**config.mk**
```make
export PLATFORM = sky130hd
export DESIGN_NAME = shift_data_feeder_flat
export DESIGN_NICKNAME = d
export VERILOG_FILES = /design/src/rtl/edge_pkg.sv /design/src/rtl/shift_data_feeder_if.sv /design/src/rtl/feeder_addr_gen.sv /design/src/rtl/shift_data_feeder.sv /design/src/flat_wrapper.sv
export SDC_FILE = /design/constraint.sdc
export NUM_CORES = 1
export LEC_CHECK = 0
export CAP_MARGIN = 5
export CORE_MARGIN = 2
export CORE_UTILIZATION = 55
export DETAILED_ROUTE_END_ITERATION = 10
export DONT_BUFFER_PORTS = 1
export GPL_TIMING_DRIVEN = 0
export PLACE_DENSITY_LB_ADDON = 0.15
export SLEW_MARGIN = 25
export SYNTH_ARGS = -nofsm -noshare
export SYNTH_HDL_FRONTEND = slang
export SYNTH_SLANG_ARGS = --single-unit
```
**constraint.sdc**
```tcl
create_clock -name clk -period 3.6 [get_ports clk]
set_input_delay 0.54 -clock clk [delete_from_list [all_inputs] [get_ports clk]]
set_output_delay 0.54 -clock clk [all_outputs]
set_load 0.01 [all_outputs]
```
**src/rtl/edge_pkg.sv**
```systemverilog
// Shared types and constants for the shift data feeder: FSM state encoding,
// word/column geometry and default parameter widths.
package edge_pkg;

    typedef enum logic [2:0] {
        ST_IDLE,
        ST_CHECK,
        ST_REQ,
        ST_PUSH,
        ST_ADV,
        ST_FIN
    } state_t;

    localparam int BYTES_PER_WORD = 4;
    localparam int WORDS_PER_COL  = 3;
    localparam int ADDR_W_DEF     = 32;
    localparam int DIM_W_DEF      = 12;

endpackage

```
**src/rtl/shift_data_feeder_if.sv**
```systemverilog
// Memory read port plus push stream of the shift data feeder.
// Optional row_start strobe when SHIFT_FEEDER_ROW_MARK_EN is defined.
interface shift_data_feeder_if
    import edge_pkg::*;
#(
    parameter int ADDR_W = ADDR_W_DEF
);
    logic              mem_req;
    logic [ADDR_W-1:0] mem_addr;
    logic              mem_ack;
    logic [31:0]       mem_rdata;
    logic              write_en;
    logic [31:0]       data_in;
    logic              window_valid;
`ifdef SHIFT_FEEDER_ROW_MARK_EN
    logic              row_start;

    modport master (
        output mem_req, mem_addr, write_en, data_in, window_valid, row_start,
        input  mem_ack, mem_rdata
    );
    modport slave (
        input  mem_req, mem_addr, write_en, data_in, window_valid, row_start,
        output mem_ack, mem_rdata
    );
`else
    modport master (
        output mem_req, mem_addr, write_en, data_in, window_valid,
        input  mem_ack, mem_rdata
    );
    modport slave (
        input  mem_req, mem_addr, write_en, data_in, window_valid,
        output mem_ack, mem_rdata
    );
`endif
endinterface

```
**src/rtl/feeder_addr_gen.sv**
```systemverilog
// Row/column/word counters and incremental read address for the feeder.
// first_push output exists only when SHIFT_FEEDER_ROW_MARK_EN is defined.
module feeder_addr_gen
    import edge_pkg::*;
#(
    parameter int ADDR_W = ADDR_W_DEF,
    parameter int DIM_W  = DIM_W_DEF
) (
    input  logic              clk,
    input  logic              rst_n,
    input  logic              init,
    input  logic              step_k,
    input  logic              next_col,
    input  logic              next_row,
    input  logic [ADDR_W-1:0] base_addr,
    input  logic [DIM_W-1:0]  width_words,
    input  logic [DIM_W-1:0]  height,
    output logic [ADDR_W-1:0] addr,
    output logic              k_last,
    output logic              c_zero,
    output logic              last_col,
    output logic              last_row
`ifdef SHIFT_FEEDER_ROW_MARK_EN
    ,
    output logic              first_push
`endif
);
    localparam logic [ADDR_W-1:0] WORD_BYTES = ADDR_W'(BYTES_PER_WORD);
    localparam int                WORD_SHIFT = $clog2(BYTES_PER_WORD);

    logic [DIM_W-1:0]  r_q, r_d, c_q, c_d;
    logic [1:0]        k_q, k_d;
    logic [ADDR_W-1:0] stride_q, stride_d, row_base_q, row_base_d;
    logic [ADDR_W-1:0] col_addr_q, col_addr_d, addr_q, addr_d;

    // addr_q tracks row_base + c*4 + k*stride using only adds
    always_comb begin
        r_d        = r_q;
        c_d        = c_q;
        k_d        = k_q;
        stride_d   = stride_q;
        row_base_d = row_base_q;
        col_addr_d = col_addr_q;
        addr_d     = addr_q;
        if (init) begin
            r_d        = DIM_W'(1);
            c_d        = '0;
            k_d        = '0;
            stride_d   = ADDR_W'(width_words) << WORD_SHIFT;
            row_base_d = base_addr;
            col_addr_d = base_addr;
            addr_d     = base_addr;
        end else if (step_k) begin
            k_d    = k_q + 2'd1;
            addr_d = addr_q + stride_q;
        end else if (next_col) begin
            c_d        = c_q + DIM_W'(1);
            k_d        = '0;
            col_addr_d = col_addr_q + WORD_BYTES;
            addr_d     = col_addr_q + WORD_BYTES;
        end else if (next_row) begin
            r_d        = r_q + DIM_W'(1);
            c_d        = '0;
            k_d        = '0;
            row_base_d = row_base_q + stride_q;
            col_addr_d = row_base_q + stride_q;
            addr_d     = row_base_q + stride_q;
        end
    end

    always_ff @(posedge clk or negedge rst_n) begin
        if (!rst_n) begin
            r_q        <= '0;
            c_q        <= '0;
            k_q        <= '0;
            stride_q   <= '0;
            row_base_q <= '0;
            col_addr_q <= '0;
            addr_q     <= '0;
        end else begin
            r_q        <= r_d;
            c_q        <= c_d;
            k_q        <= k_d;
            stride_q   <= stride_d;
            row_base_q <= row_base_d;
            col_addr_q <= col_addr_d;
            addr_q     <= addr_d;
        end
    end

    assign addr     = addr_q;
    assign k_last   = (k_q == 2'(WORDS_PER_COL - 1));
    assign c_zero   = (c_q == '0);
    assign last_col = (c_q == width_words - DIM_W'(1));
    assign last_row = (r_q == height - DIM_W'(2));
`ifdef SHIFT_FEEDER_ROW_MARK_EN
    assign first_push = (k_q == '0) && (c_q == '0);
`endif

endmodule

```
**src/rtl/shift_data_feeder.sv**
```systemverilog
// Raster-order 3-row word fetcher feeding the shift data path.
// SHIFT_FEEDER_ROW_MARK_EN adds a row_start strobe on the first push of each centre row.
//
// state | meaning
// IDLE  | waiting for start, operands latched on start
// CHECK | reject degenerate frames, initialise counters
// REQ   | mem_req held until mem_ack, read word captured
// PUSH  | captured word driven with write_en
// ADV   | window_valid if c>=1, step column/row or finish
// FIN   | done pulse
module shift_data_feeder
    import edge_pkg::*;
#(
    parameter int ADDR_W = ADDR_W_DEF,
    parameter int DIM_W  = DIM_W_DEF
) (
    input  logic                clk,
    input  logic                rst_n,
    input  logic                start,
    input  logic [ADDR_W-1:0]   base_addr,
    input  logic [DIM_W-1:0]    width_words,
    input  logic [DIM_W-1:0]    height,
    shift_data_feeder_if.master bus,
    output logic                busy,
    output logic                done
);
    state_t            state_q, state_d;
    logic [ADDR_W-1:0] base_q, base_d;
    logic [DIM_W-1:0]  width_q, width_d, height_q, height_d;
    logic [31:0]       data_q, data_d;
    logic              mem_req_q, mem_req_d, write_en_q, write_en_d;
    logic              window_valid_q, window_valid_d, busy_q, busy_d, done_q, done_d;
    logic              init, step_k, next_col, next_row;
    logic              k_last, c_zero, last_col, last_row;
    logic [ADDR_W-1:0] addr;
`ifdef SHIFT_FEEDER_ROW_MARK_EN
    logic              first_push, row_start_q, row_start_d;
`endif

    feeder_addr_gen #(.ADDR_W(ADDR_W), .DIM_W(DIM_W)) u_addr_gen (
        .clk        (clk),
        .rst_n      (rst_n),
        .init       (init),
        .step_k     (step_k),
        .next_col   (next_col),
        .next_row   (next_row),
        .base_addr  (base_q),
        .width_words(width_q),
        .height     (height_q),
        .addr       (addr),
        .k_last     (k_last),
        .c_zero     (c_zero),
        .last_col   (last_col),
        .last_row   (last_row)
`ifdef SHIFT_FEEDER_ROW_MARK_EN
        ,
        .first_push (first_push)
`endif
    );

    always_comb begin
        state_d        = state_q;
        base_d         = base_q;
        width_d        = width_q;
        height_d       = height_q;
        data_d         = data_q;
        write_en_d     = 1'b0;
        window_valid_d = 1'b0;
        init           = 1'b0;
        step_k         = 1'b0;
        next_col       = 1'b0;
        next_row       = 1'b0;
        case (state_q)
            ST_IDLE: if (start) begin
                base_d   = base_addr;
                width_d  = width_words;
                height_d = height;
                state_d  = ST_CHECK;
            end
            ST_CHECK: begin
                if (width_q == '0 || height_q < DIM_W'(WORDS_PER_COL)) begin
                    state_d = ST_FIN;
                end else begin
                    init    = 1'b1;
                    state_d = ST_REQ;
                end
            end
            ST_REQ: if (bus.mem_ack) begin
                data_d     = bus.mem_rdata;
                write_en_d = 1'b1;
                state_d    = ST_PUSH;
            end
            ST_PUSH: begin
                if (k_last) begin
                    window_valid_d = !c_zero;
                    state_d        = ST_ADV;
                end else begin
                    step_k  = 1'b1;
                    state_d = ST_REQ;
                end
            end
            ST_ADV: begin
                if (!last_col) begin
                    next_col = 1'b1;
                    state_d  = ST_REQ;
                end else if (!last_row) begin
                    next_row = 1'b1;
                    state_d  = ST_REQ;
                end else begin
                    state_d = ST_FIN;
                end
            end
            ST_FIN:  state_d = ST_IDLE;
            default: state_d = ST_IDLE;
        endcase
        // outputs are registered images of the state being entered
        mem_req_d = (state_d == ST_REQ);
        busy_d    = (state_d != ST_IDLE) && (state_d != ST_FIN);
        done_d    = (state_d == ST_FIN);
`ifdef SHIFT_FEEDER_ROW_MARK_EN
        row_start_d = write_en_d && first_push;
`endif
    end

    always_ff @(posedge clk or negedge rst_n) begin
        if (!rst_n) begin
            state_q        <= ST_IDLE;
            base_q         <= '0;
            width_q        <= '0;
            height_q       <= '0;
            data_q         <= '0;
            mem_req_q      <= 1'b0;
            write_en_q     <= 1'b0;
            window_valid_q <= 1'b0;
            busy_q         <= 1'b0;
            done_q         <= 1'b0;
`ifdef SHIFT_FEEDER_ROW_MARK_EN
            row_start_q    <= 1'b0;
`endif
        end else begin
            state_q        <= state_d;
            base_q         <= base_d;
            width_q        <= width_d;
            height_q       <= height_d;
            data_q         <= data_d;
            mem_req_q      <= mem_req_d;
            write_en_q     <= write_en_d;
            window_valid_q <= window_valid_d;
            busy_q         <= busy_d;
            done_q         <= done_d;
`ifdef SHIFT_FEEDER_ROW_MARK_EN
            row_start_q    <= row_start_d;
`endif
        end
    end

    assign bus.mem_req      = mem_req_q;
    assign bus.mem_addr     = addr;
    assign bus.write_en     = write_en_q;
    assign bus.data_in      = data_q;
    assign bus.window_valid = window_valid_q;
`ifdef SHIFT_FEEDER_ROW_MARK_EN
    assign bus.row_start    = row_start_q;
`endif
    assign busy = busy_q;
    assign done = done_q;

endmodule

```
**src/flat_wrapper.sv**
```systemverilog
// flat-port wrapper written by rule: the top's interface ports become plain ports
module shift_data_feeder_flat import edge_pkg::*;
#(
    parameter int ADDR_W = ADDR_W_DEF,
    parameter int DIM_W  = DIM_W_DEF
)
  (clk, rst_n, start, base_addr, width_words, height, busy, done, bus_mem_req, bus_mem_addr, bus_write_en, bus_data_in, bus_window_valid, bus_mem_ack, bus_mem_rdata);
  shift_data_feeder_if #(.ADDR_W(ADDR_W)) bus_i ();
  input  logic clk;
  input  logic rst_n;
  input  logic start;
  input  logic [ADDR_W-1:0] base_addr;
  input  logic [DIM_W-1:0] width_words;
  input  logic [DIM_W-1:0] height;
  output logic busy;
  output logic done;
  output wire logic [$bits(bus_i.mem_req)-1:0] bus_mem_req;
  output wire logic [$bits(bus_i.mem_addr)-1:0] bus_mem_addr;
  output wire logic [$bits(bus_i.write_en)-1:0] bus_write_en;
  output wire logic [$bits(bus_i.data_in)-1:0] bus_data_in;
  output wire logic [$bits(bus_i.window_valid)-1:0] bus_window_valid;
  input wire logic [$bits(bus_i.mem_ack)-1:0] bus_mem_ack;
  input wire logic [$bits(bus_i.mem_rdata)-1:0] bus_mem_rdata;
  assign bus_mem_req = bus_i.mem_req;
  assign bus_mem_addr = bus_i.mem_addr;
  assign bus_write_en = bus_i.write_en;
  assign bus_data_in = bus_i.data_in;
  assign bus_window_valid = bus_i.window_valid;
  assign bus_i.mem_ack = bus_mem_ack;
  assign bus_i.mem_rdata = bus_mem_rdata;
  shift_data_feeder #(.ADDR_W(ADDR_W), .DIM_W(DIM_W)) u_core (.clk(clk), .rst_n(rst_n), .start(start), .base_addr(base_addr), .width_words(width_words), .height(height), .bus(bus_i), .busy(busy), .done(done));
endmodule
```
# Yosys cells after proc, flatten, opt, wreduce, memory -nomap -nowiden
# Index checks and enable logic that the tools add are counted.
dict set report op_classes {
  n_addsub 8
  mul 0
  n_div 0
  order_cmp 1
  n_eq_ne 12
  n_shift 0
  n_mux 41
  bitwise_logic 0
  reduce_logical 14
}
# op n
set op_table {}
lappend op_table {{$mux 32} 9}
lappend op_table {{$mux 12} 8}
lappend op_table {{$add 32x14->32} 2}
lappend op_table {{$add 32x3->32 const B} 1}
lappend op_table {{$add 12x1->12 const B} 2}
lappend op_table {{$eq 12x12->1} 2}
lappend op_table {{$logic_not 12->1} 2}
lappend op_table {{$mux 3} 6}
lappend op_table {{$pmux 3 s5} 1}
lappend op_table {{$mux 1} 13}
lappend op_table {{$lt 12x2->1 const B} 1}
lappend op_table {{$sub 12x1->12 const B} 1}
lappend op_table {{$sub 12x2->12 const B} 1}
lappend op_table {{$eq 3x2->1 const B} 3}
lappend op_table {{$mux 2} 4}
lappend op_table {{$eq 3x3->1 const B} 2}
lappend op_table {{$reduce_and 2->1} 3}
lappend op_table {{$reduce_bool 3->1} 2}
lappend op_table {{$ne 2x1->1 const B} 2}
lappend op_table {{$reduce_bool 4->1} 1}
lappend op_table {{$eq 3x1->1 const B} 1}
lappend op_table {{$logic_not 3->1} 1}
lappend op_table {{$ne 3x3->1 const B} 1}
lappend op_table {{$reduce_and 3->1} 1}
lappend op_table {{6 further kinds} 6}
dict set report word_totals {
  ff_bits 230
  latchBits 0
  mem_bits_rw 0
  rom_bits 0
  inputBits 92
  out_inout_bits 69
  wordCells 93
  mem_count 0
}

# Logic depth before layout (Yosys ltp)
dict set report depth {
  word_depth 9
  depth_mapped 14
  ltp_nobuf 11
}

# Cells and area by module
# A second synthesis with hierarchy kept.
dict set report hier_totals {
  hier_cells 1376
  area_unflattened_um2 13220.2
}
# module n_inst cells_per_inst area_each_um2 seq_area_each_um2
set modules_own_cells {}
lappend modules_own_cells {feeder_addr_gen 1 1142 9506.6 3353.2}
lappend modules_own_cells {shift_data_feeder 1 234 3713.6 2402.3}

# Worst setup path after synthesis
# Ideal clock, no wire load.
dict set report synth_path {
  path_type {register -> register}
  from {register u_core.height_q[1]}
  to {register u_core.u_addr_gen.r_q[10]}
  setup_time_ns 0.078
  arrival_time_ns 3.246
  required_time_ns 3.522
  path_slack_ns 0.276
  stages_incl_launch_ff 14
  n_path_buf 3
  period_less_slack_ns 3.324
  cell_sequence {dfrtp_1 > clkbuf_1 > inv_1 > ha_1 > or4b_2 > o221ai_1 > o311a_1 > o21ai_0 > and4_1 > clkbuf_1 > or4_1 > buf_2 > or3_1 > a21oi_1}
}
dict set report synth_via {
  elab_chain_len 7
  word_cells_on_any_way 14
  cone_classes {add/sub (1); order compare (1); eq/ne (3); mux (6); reduce/logical (3)}
}
# item line_no
set synth_rtl {}
lappend synth_rtl {{start, declared} shift_data_feeder.sv:29} ;# logic [DIM_W-1:0] width_q, width_d, height_q, height_d;
lappend synth_rtl {{start signal, assigned} shift_data_feeder.sv:144} ;# height_q <= height_d;
lappend synth_rtl {{$sub 12x2->12} feeder_addr_gen.sv:95} ;# assign last_row = (r_q == height - DIM_W'(2));
lappend synth_rtl {{$eq 12x12->1} feeder_addr_gen.sv:95}
lappend synth_rtl {{$mux 1} shift_data_feeder.sv:106} ;# end else if (!last_row) begin
lappend synth_rtl {{$mux 1} shift_data_feeder.sv:103} ;# if (!last_col) begin
lappend synth_rtl {{$mux 1} shift_data_feeder.sv:73} ;# case (state_q)
lappend synth_rtl {{$reduce_bool 2->1 (no source line)} --}
lappend synth_rtl {{$reduce_and 3->1 (no source line)} --}
lappend synth_rtl {{end signal, assigned} feeder_addr_gen.sv:81} ;# r_q <= r_d;
lappend synth_rtl {{end, declared} feeder_addr_gen.sv:31} ;# logic [DIM_W-1:0] r_q, r_d, c_q, c_d;
# Several ways; a longest one is shown, not always the timed one.
# A chain may end at the register's enable or synchronous reset.

# Worst setup path after layout
dict set report layout_path {
  from {register u_core.u_addr_gen.stride_q[5]}
  to {register u_core.u_addr_gen.row_base_q[23]}
}
dict set report layout_via {
  elab_chain_len 5
}
# item line_no
set layout_rtl {}
lappend layout_rtl {{start, declared} feeder_addr_gen.sv:33} ;# logic [ADDR_W-1:0] stride_q, stride_d, row_base_q, row_base_d;
lappend layout_rtl {{start signal, assigned} feeder_addr_gen.sv:84} ;# stride_q <= stride_d;
lappend layout_rtl {{$add 32x14->32} feeder_addr_gen.sv:65} ;# row_base_d = row_base_q + stride_q;
lappend layout_rtl {{$mux 32} feeder_addr_gen.sv:61} ;# end else if (next_row) begin
lappend layout_rtl {{$mux 32} feeder_addr_gen.sv:56} ;# end else if (next_col) begin
lappend layout_rtl {{$mux 32} feeder_addr_gen.sv:53} ;# end else if (step_k) begin
lappend layout_rtl {{$mux 32} feeder_addr_gen.sv:45} ;# if (init) begin
lappend layout_rtl {{end signal, assigned} feeder_addr_gen.sv:85} ;# row_base_q <= row_base_d;
lappend layout_rtl {{end, declared} feeder_addr_gen.sv:33}
# No other way between the ends. The select of a mux whose other input is x is not followed.

==> flow_summary.html <==
<table>
<tr><th>Metric</th><th>Value</th></tr>
<tr><th colspan="2">Yosys</th></tr>
<tr><td>Number of distinct library cell variants in the gate-level netlist after synthesis</td><td>81</td></tr>
<tr><td>Register bit total from synthesis</td><td>230</td></tr>
<tr><td>Fraction of synthesis flops using an asynchronous set or reset pin</td><td>100.0%</td></tr>
<tr><td>Area share of xor/xnor cells in the synthesized design</td><td>5.786%</td></tr>
<tr><td>Gate count of the mapped netlist</td><td>1473</td></tr>
<tr><td>Combinational family with the most area after synthesis</td><td>simple AND/OR/NAND/NOR gates</td></tr>
<tr><td>Top cells by instance count after synthesis</td><td>230 x dfrtp_1, 167 x nand2_1, 91 x nand3_1</td></tr>
<tr><td>Number of flops mapped to enable cells by yosys</td><td>0</td></tr>
<tr><td>Synth Area in Compound Gates</td><td>16.96%</td></tr>
<tr><td>Leading cell types by total area after synthesis</td><td>dfrtp_1 42%, mux2_2 6.9%, nand2_1 4.6%, xnor2_1 3.8%, nand3_1 3.3%</td></tr>
<tr><td>Largest area contributor in the synthesized netlist</td><td>dfrtp_1</td></tr>
<tr><td>Post-synthesis instance area</td><td>0.01377 mm²</td></tr>
<tr><td>Post-synthesis adder-cell area fraction</td><td>3.197%</td></tr>
<tr><td>Ys Warns</td><td>0</td></tr>
<tr><td>Simple-gate share of the synthesized area</td><td>19.96%</td></tr>
<tr><td>Mean cell area of the mapped netlist</td><td>9.351 µm²</td></tr>
<tr><td>Share of synthesized area occupied by flip-flops and latches</td><td>41.78%</td></tr>
<tr><td>Total nets after synthesis</td><td>1599</td></tr>
<tr><td>Multiplexer share of the synthesized area</td><td>8.611%</td></tr>
<tr><td>Most instantiated flip-flop cell in the synthesis netlist</td><td>dfrtp_1</td></tr>
<tr><td>Most frequent cell after synthesis</td><td>dfrtp_1</td></tr>
<tr><td>Share of Yosys cell area claimed by the top area cell type</td><td>41.78%</td></tr>
<tr><th colspan="2">Global route</th></tr>
<tr><td>Number of global-route vias before repair</td><td>12130</td></tr>
<tr><td>First-pass GRT wire length</td><td>71.46 mm</td></tr>
<tr><td>Antenna violations before repair</td><td>2</td></tr>
<tr><td>Total overflow reported by the global router</td><td>0</td></tr>
<tr><td>Pin count of the biggest net entering global routing</td><td>231</td></tr>
<tr><td>Total global routing track utilization</td><td>35.60%</td></tr>
<tr><th colspan="2">Power</th></tr>
<tr><td>Power density cells</td><td>970.2 mW/mm²</td></tr>
<tr><td>Max IR drop VDD</td><td>0.0004867 V</td></tr>
<tr><td>LEAKAGE</td><td>0.006422 µW</td></tr>
<tr><th colspan="2">Detailed routing</th></tr>
<tr><td>Number of nets still failing antenna checks after routing</td><td>0</td></tr>
<tr><td>Sum of routed wire length over all layers</td><td>47.09 mm</td></tr>
<tr><td>First-iteration detailed-routing DRC count</td><td>1477</td></tr>
<tr><td>Average wire length per cell after detail routing</td><td>25.44 µm</td></tr>
<tr><td>DRC</td><td>0</td></tr>
<tr><td>Router iterations before antenna repair</td><td>8</td></tr>
<tr><td>Total vias in the final route</td><td>12470</td></tr>
<tr><td>Vias per Instance</td><td>6.737</td></tr>
<tr><th colspan="2">Critical path</th></tr>
<tr><td>Worst stage delay on the critical path</td><td>0.72 ns</td></tr>
<tr><td>Crit-path most repeated cell</td><td>o21ai_0</td></tr>
<tr><td>Worst-path fanout max</td><td>6</td></tr>
<tr><td>Required time at the worst-slack endpoint</td><td>4.08 ns</td></tr>
<tr><td>Endpoint class of the critical path</td><td>register</td></tr>
<tr><td>Cells along the critical path</td><td>ha_1 -&gt; o21ai_0 -&gt; o21ai_0 -&gt; nand2_1 -&gt; a21boi_0 -&gt; o21ai_0 -&gt; nor4_1 -&gt; mux2_2 -&gt; nand3_1</td></tr>
<tr><td>Critical Path Source Type</td><td>register</td></tr>
<tr><td>Max stage delay cell, worst path</td><td>a21boi_0</td></tr>
<tr><td>Critical Setup Path Class</td><td>register to register</td></tr>
<tr><td>Data arrival time of the critical path</td><td>4.06 ns</td></tr>
<tr><th colspan="2">Flow run</th></tr>
<tr><td>Reported max-cap violation count</td><td>0</td></tr>
<tr><th colspan="2">STA</th></tr>
<tr><td>Highest clock rate</td><td>279.6 MHz</td></tr>
<tr><td>Post-route clock skew</td><td>0.01589 ns</td></tr>
<tr><td>Max-Slew Margin vs Limit</td><td>34.02%</td></tr>
<tr><td>Number of endpoints failing setup at the final stage</td><td>0</td></tr>
<tr><td>Final-report hold violation count</td><td>230</td></tr>
<tr><td>Final clock period utilization by the worst path</td><td>99.35%</td></tr>
<tr><td>Minimum period implied by the final worst setup slack</td><td>3.576 ns</td></tr>
<tr><td>Slew @ Worst Pin</td><td>0.9821 ns</td></tr>
<tr><td>Total Negative Setup Slacks</td><td>0 ns</td></tr>
<tr><td>Final Max Slew Viols</td><td>0</td></tr>
<tr><td>Worst Setup Slack, final</td><td>0.02351 ns</td></tr>
<tr><td>Tightest hold margin</td><td>-0.3101 ns</td></tr>
<tr><th colspan="2">Floorplanning</th></tr>
<tr><td>Total Die Area</td><td>0.02633 mm²</td></tr>
<tr><td>Core area</td><td>0.02446 mm²</td></tr>
<tr><td>Initial cell density of the core</td><td>56.31%</td></tr>
<tr><td>Number of rows in the core area</td><td>57</td></tr>
<tr><td>Chip width</td><td>162.3 µm</td></tr>
<tr><td>Number of top-level pins</td><td>161</td></tr>
<tr><td>Die span in y</td><td>162.3 µm</td></tr>
<tr><th colspan="2">CTS</th></tr>
<tr><td>Maximum root-to-sink buffer count</td><td>3</td></tr>
<tr><td>Clock edge transition at the registers on the reported setup and hold paths</td><td>0.06 ns</td></tr>
<tr><td>Clock tree from TritonCTS</td><td>built</td></tr>
<tr><td>Maximum level of the CTS H-tree</td><td>1</td></tr>
<tr><td>Source-to-sink clock delay at the later pin of the worst-skew pair</td><td>0.56 ns</td></tr>
<tr><td>Inserted Clock Buffers</td><td>26</td></tr>
<tr><td>Root buf cell</td><td>clkbuf_16</td></tr>
<tr><td>CTS Sinks</td><td>230</td></tr>
<tr><th colspan="2">Placement</th></tr>
<tr><td>Number of port buffers</td><td>0</td></tr>
<tr><td>Final weighted congestion in routability-driven placement</td><td>0.9934</td></tr>
<tr><td>Worst Setup Slack post-DPL</td><td>-1.131 ns</td></tr>
<tr><td>HPWL after DPL</td><td>33.18 mm</td></tr>
<tr><td>Placed Cells incl. Taps</td><td>1797</td></tr>
<tr><th colspan="2">Run status</th></tr>
<tr><td>Violations in the final reports</td><td>hold timing</td></tr>
<tr><td>Run status</td><td>complete, but fails checks</td></tr>
<tr><th colspan="2">Final layout</th></tr>
<tr><td>Fraction of final layout cells with drive strength greater than 1</td><td>14.35%</td></tr>
<tr><td>Area delta synth-&gt;final</td><td>12.20%</td></tr>
<tr><td>Number of nets at the end of the flow</td><td>1634</td></tr>
<tr><td>Number of cells in the finished layout apart from fillers</td><td>1851</td></tr>
<tr><th colspan="2">Worst hold path</th></tr>
<tr><td>Worst hold path type</td><td>input port to async pin</td></tr>
</table>
[report_power, final]
group / total, µW / switching [µW] / internal, µW / leakage, µW
Combinational: 7160 / 4260 / 2900 / 0.00318
Sequential: 5060 / 1350 / 3700 / 0.00280
Clock: 2780 / 1130 / 1650 / 0.000443
Total: 15000 / 6740 / 8260 / 0.00642
[path summary, 6_finish.rpt]
kind / startpoint / to / slack, ns / depth (start not counted)
setup / recovery: u_core.u_addr_gen.stride_q[5] / u_core.u_addr_gen.row_base_q[23] / 0.02 / 9
hold / removal: rst_n / u_core.u_addr_gen.addr[9] / -0.31 / 0
setup reg to reg: u_core.u_addr_gen.stride_q[5] / u_core.u_addr_gen.row_base_q[23] / 0.02 / 9
hold reg to reg: u_core.u_addr_gen.row_base_q[0] / u_core.u_addr_gen.row_base_q[0] / 0.47 / 2
max in group asynchronous: rst_n / u_core.u_addr_gen.col_addr_q[9] / 3.20 / 0
min in group clk: height[1] / u_core.height_q[1] / 0.11 / 2
[layer usage]
layer	up-vias	share of wire (%)	GRT usage, %
met1	6091	41	49.07
met2	716	44	55.98
met3	143	9.4	6.231
met5	-	0.028	0
li1	5519	-	-
met4	2	5.1	14.56
[cell families after synthesis]
| group | count (synthesis) |
|---|---|
| XOR/XNOR | 91 |
| AO/OA/AOI/OAI | 334 |
| buffers and inverters | 129 |
| multiplexers | 108 |
| adder cells (fa/ha/maj) | 34 |
| AND/OR/NAND/NOR | 547 |
| flip-flops | 230 |
[critical path: cells and delay by family (launching register included)]
family          cells  cell delay (ns)
compound gates      4             1.48
mux                 1             0.40
simple gates        3             0.78
fa+ha+maj           1             0.41
flops               1             0.44
[stage by stage]
stage | cell area [µm²] | utilization [%] | power [µW] | hold WS (ns)
floorplan | 13770 | - | 9683 | 0.2444
global placement | 14180 | 57.97 | 11650 | 0.2515
detailed placement | 14190 | 58.01 | 11830 | 0.2531
CTS | 15270 | 62.41 | 14730 | -0.3171
global route | 15450 | 63.17 | 15820 | -0.3239
finish | 15450 | 63.18 | 14990 | -0.3101
[repair_timing]
item / in CTS / in global routing
setup endpoints to repair: 128 / 115
setup buffers: 2 / 8
resized for setup: 61 / 53
endpoints found under the hold margin: 230 / 230
pin swaps: 2 / 10
[area by class of cell]
cell class / instances / area [µm²]
Sequential cell: 230 / 5756
Timing Repair Buffer: 10 / 75.07
Multi-Input combinational cell: 1114 / 7679
Tap cell: 324 / 405.4
Fill cell: 2046 / 9007
Clock buffer: 35 / 734.5
Buffer: 92 / 516.7
Clock inverter: 11 / 158.9
Antenna cell: 1 / 2.502
Inverter: 34 / 127.6
[placed cells by master, fill, tap and decap left out, drive strengths merged, types with 11 or more instances in the layout]
cell type,netlist,final
a21o,18,18
a21oi,47,47
a31oi,21,21
and2,11,11
and3,29,29
and4,12,12
buf,21,33
clkbuf,74,104
dfrtp,230,230
ha,32,32
inv,34,35
mux2,84,84
mux2i,24,24
nand2,168,168
nand3,91,91
nand4,27,27
nor2,78,78
nor3,41,41
nor4,18,18
o211ai,37,37
o21a,11,11
o21ai,77,77
or3,18,18
or4,18,18
xnor2,59,59
xor2,32,32
[state kept, by name, summed over array words and instances (netlist names)]
register and flops:
u_core.base_q 32, u_core.bus.data_in 32, u_core.u_addr_gen.addr 32, u_core.u_addr_gen.col_addr_q 32, u_core.u_addr_gen.row_base_q 32, u_core.height_q 12
u_core.u_addr_gen.c_q 12, u_core.u_addr_gen.r_q 12, u_core.u_addr_gen.stride_q 12, u_core.width_q 12, u_core.state_q 3, u_core.u_addr_gen.k_q 2
u_core.bus.mem_req 1, u_core.bus.window_valid 1, u_core.bus.write_en 1, u_core.busy 1, u_core.done 1
No activity file was read; power rests on OpenSTA's default activity.
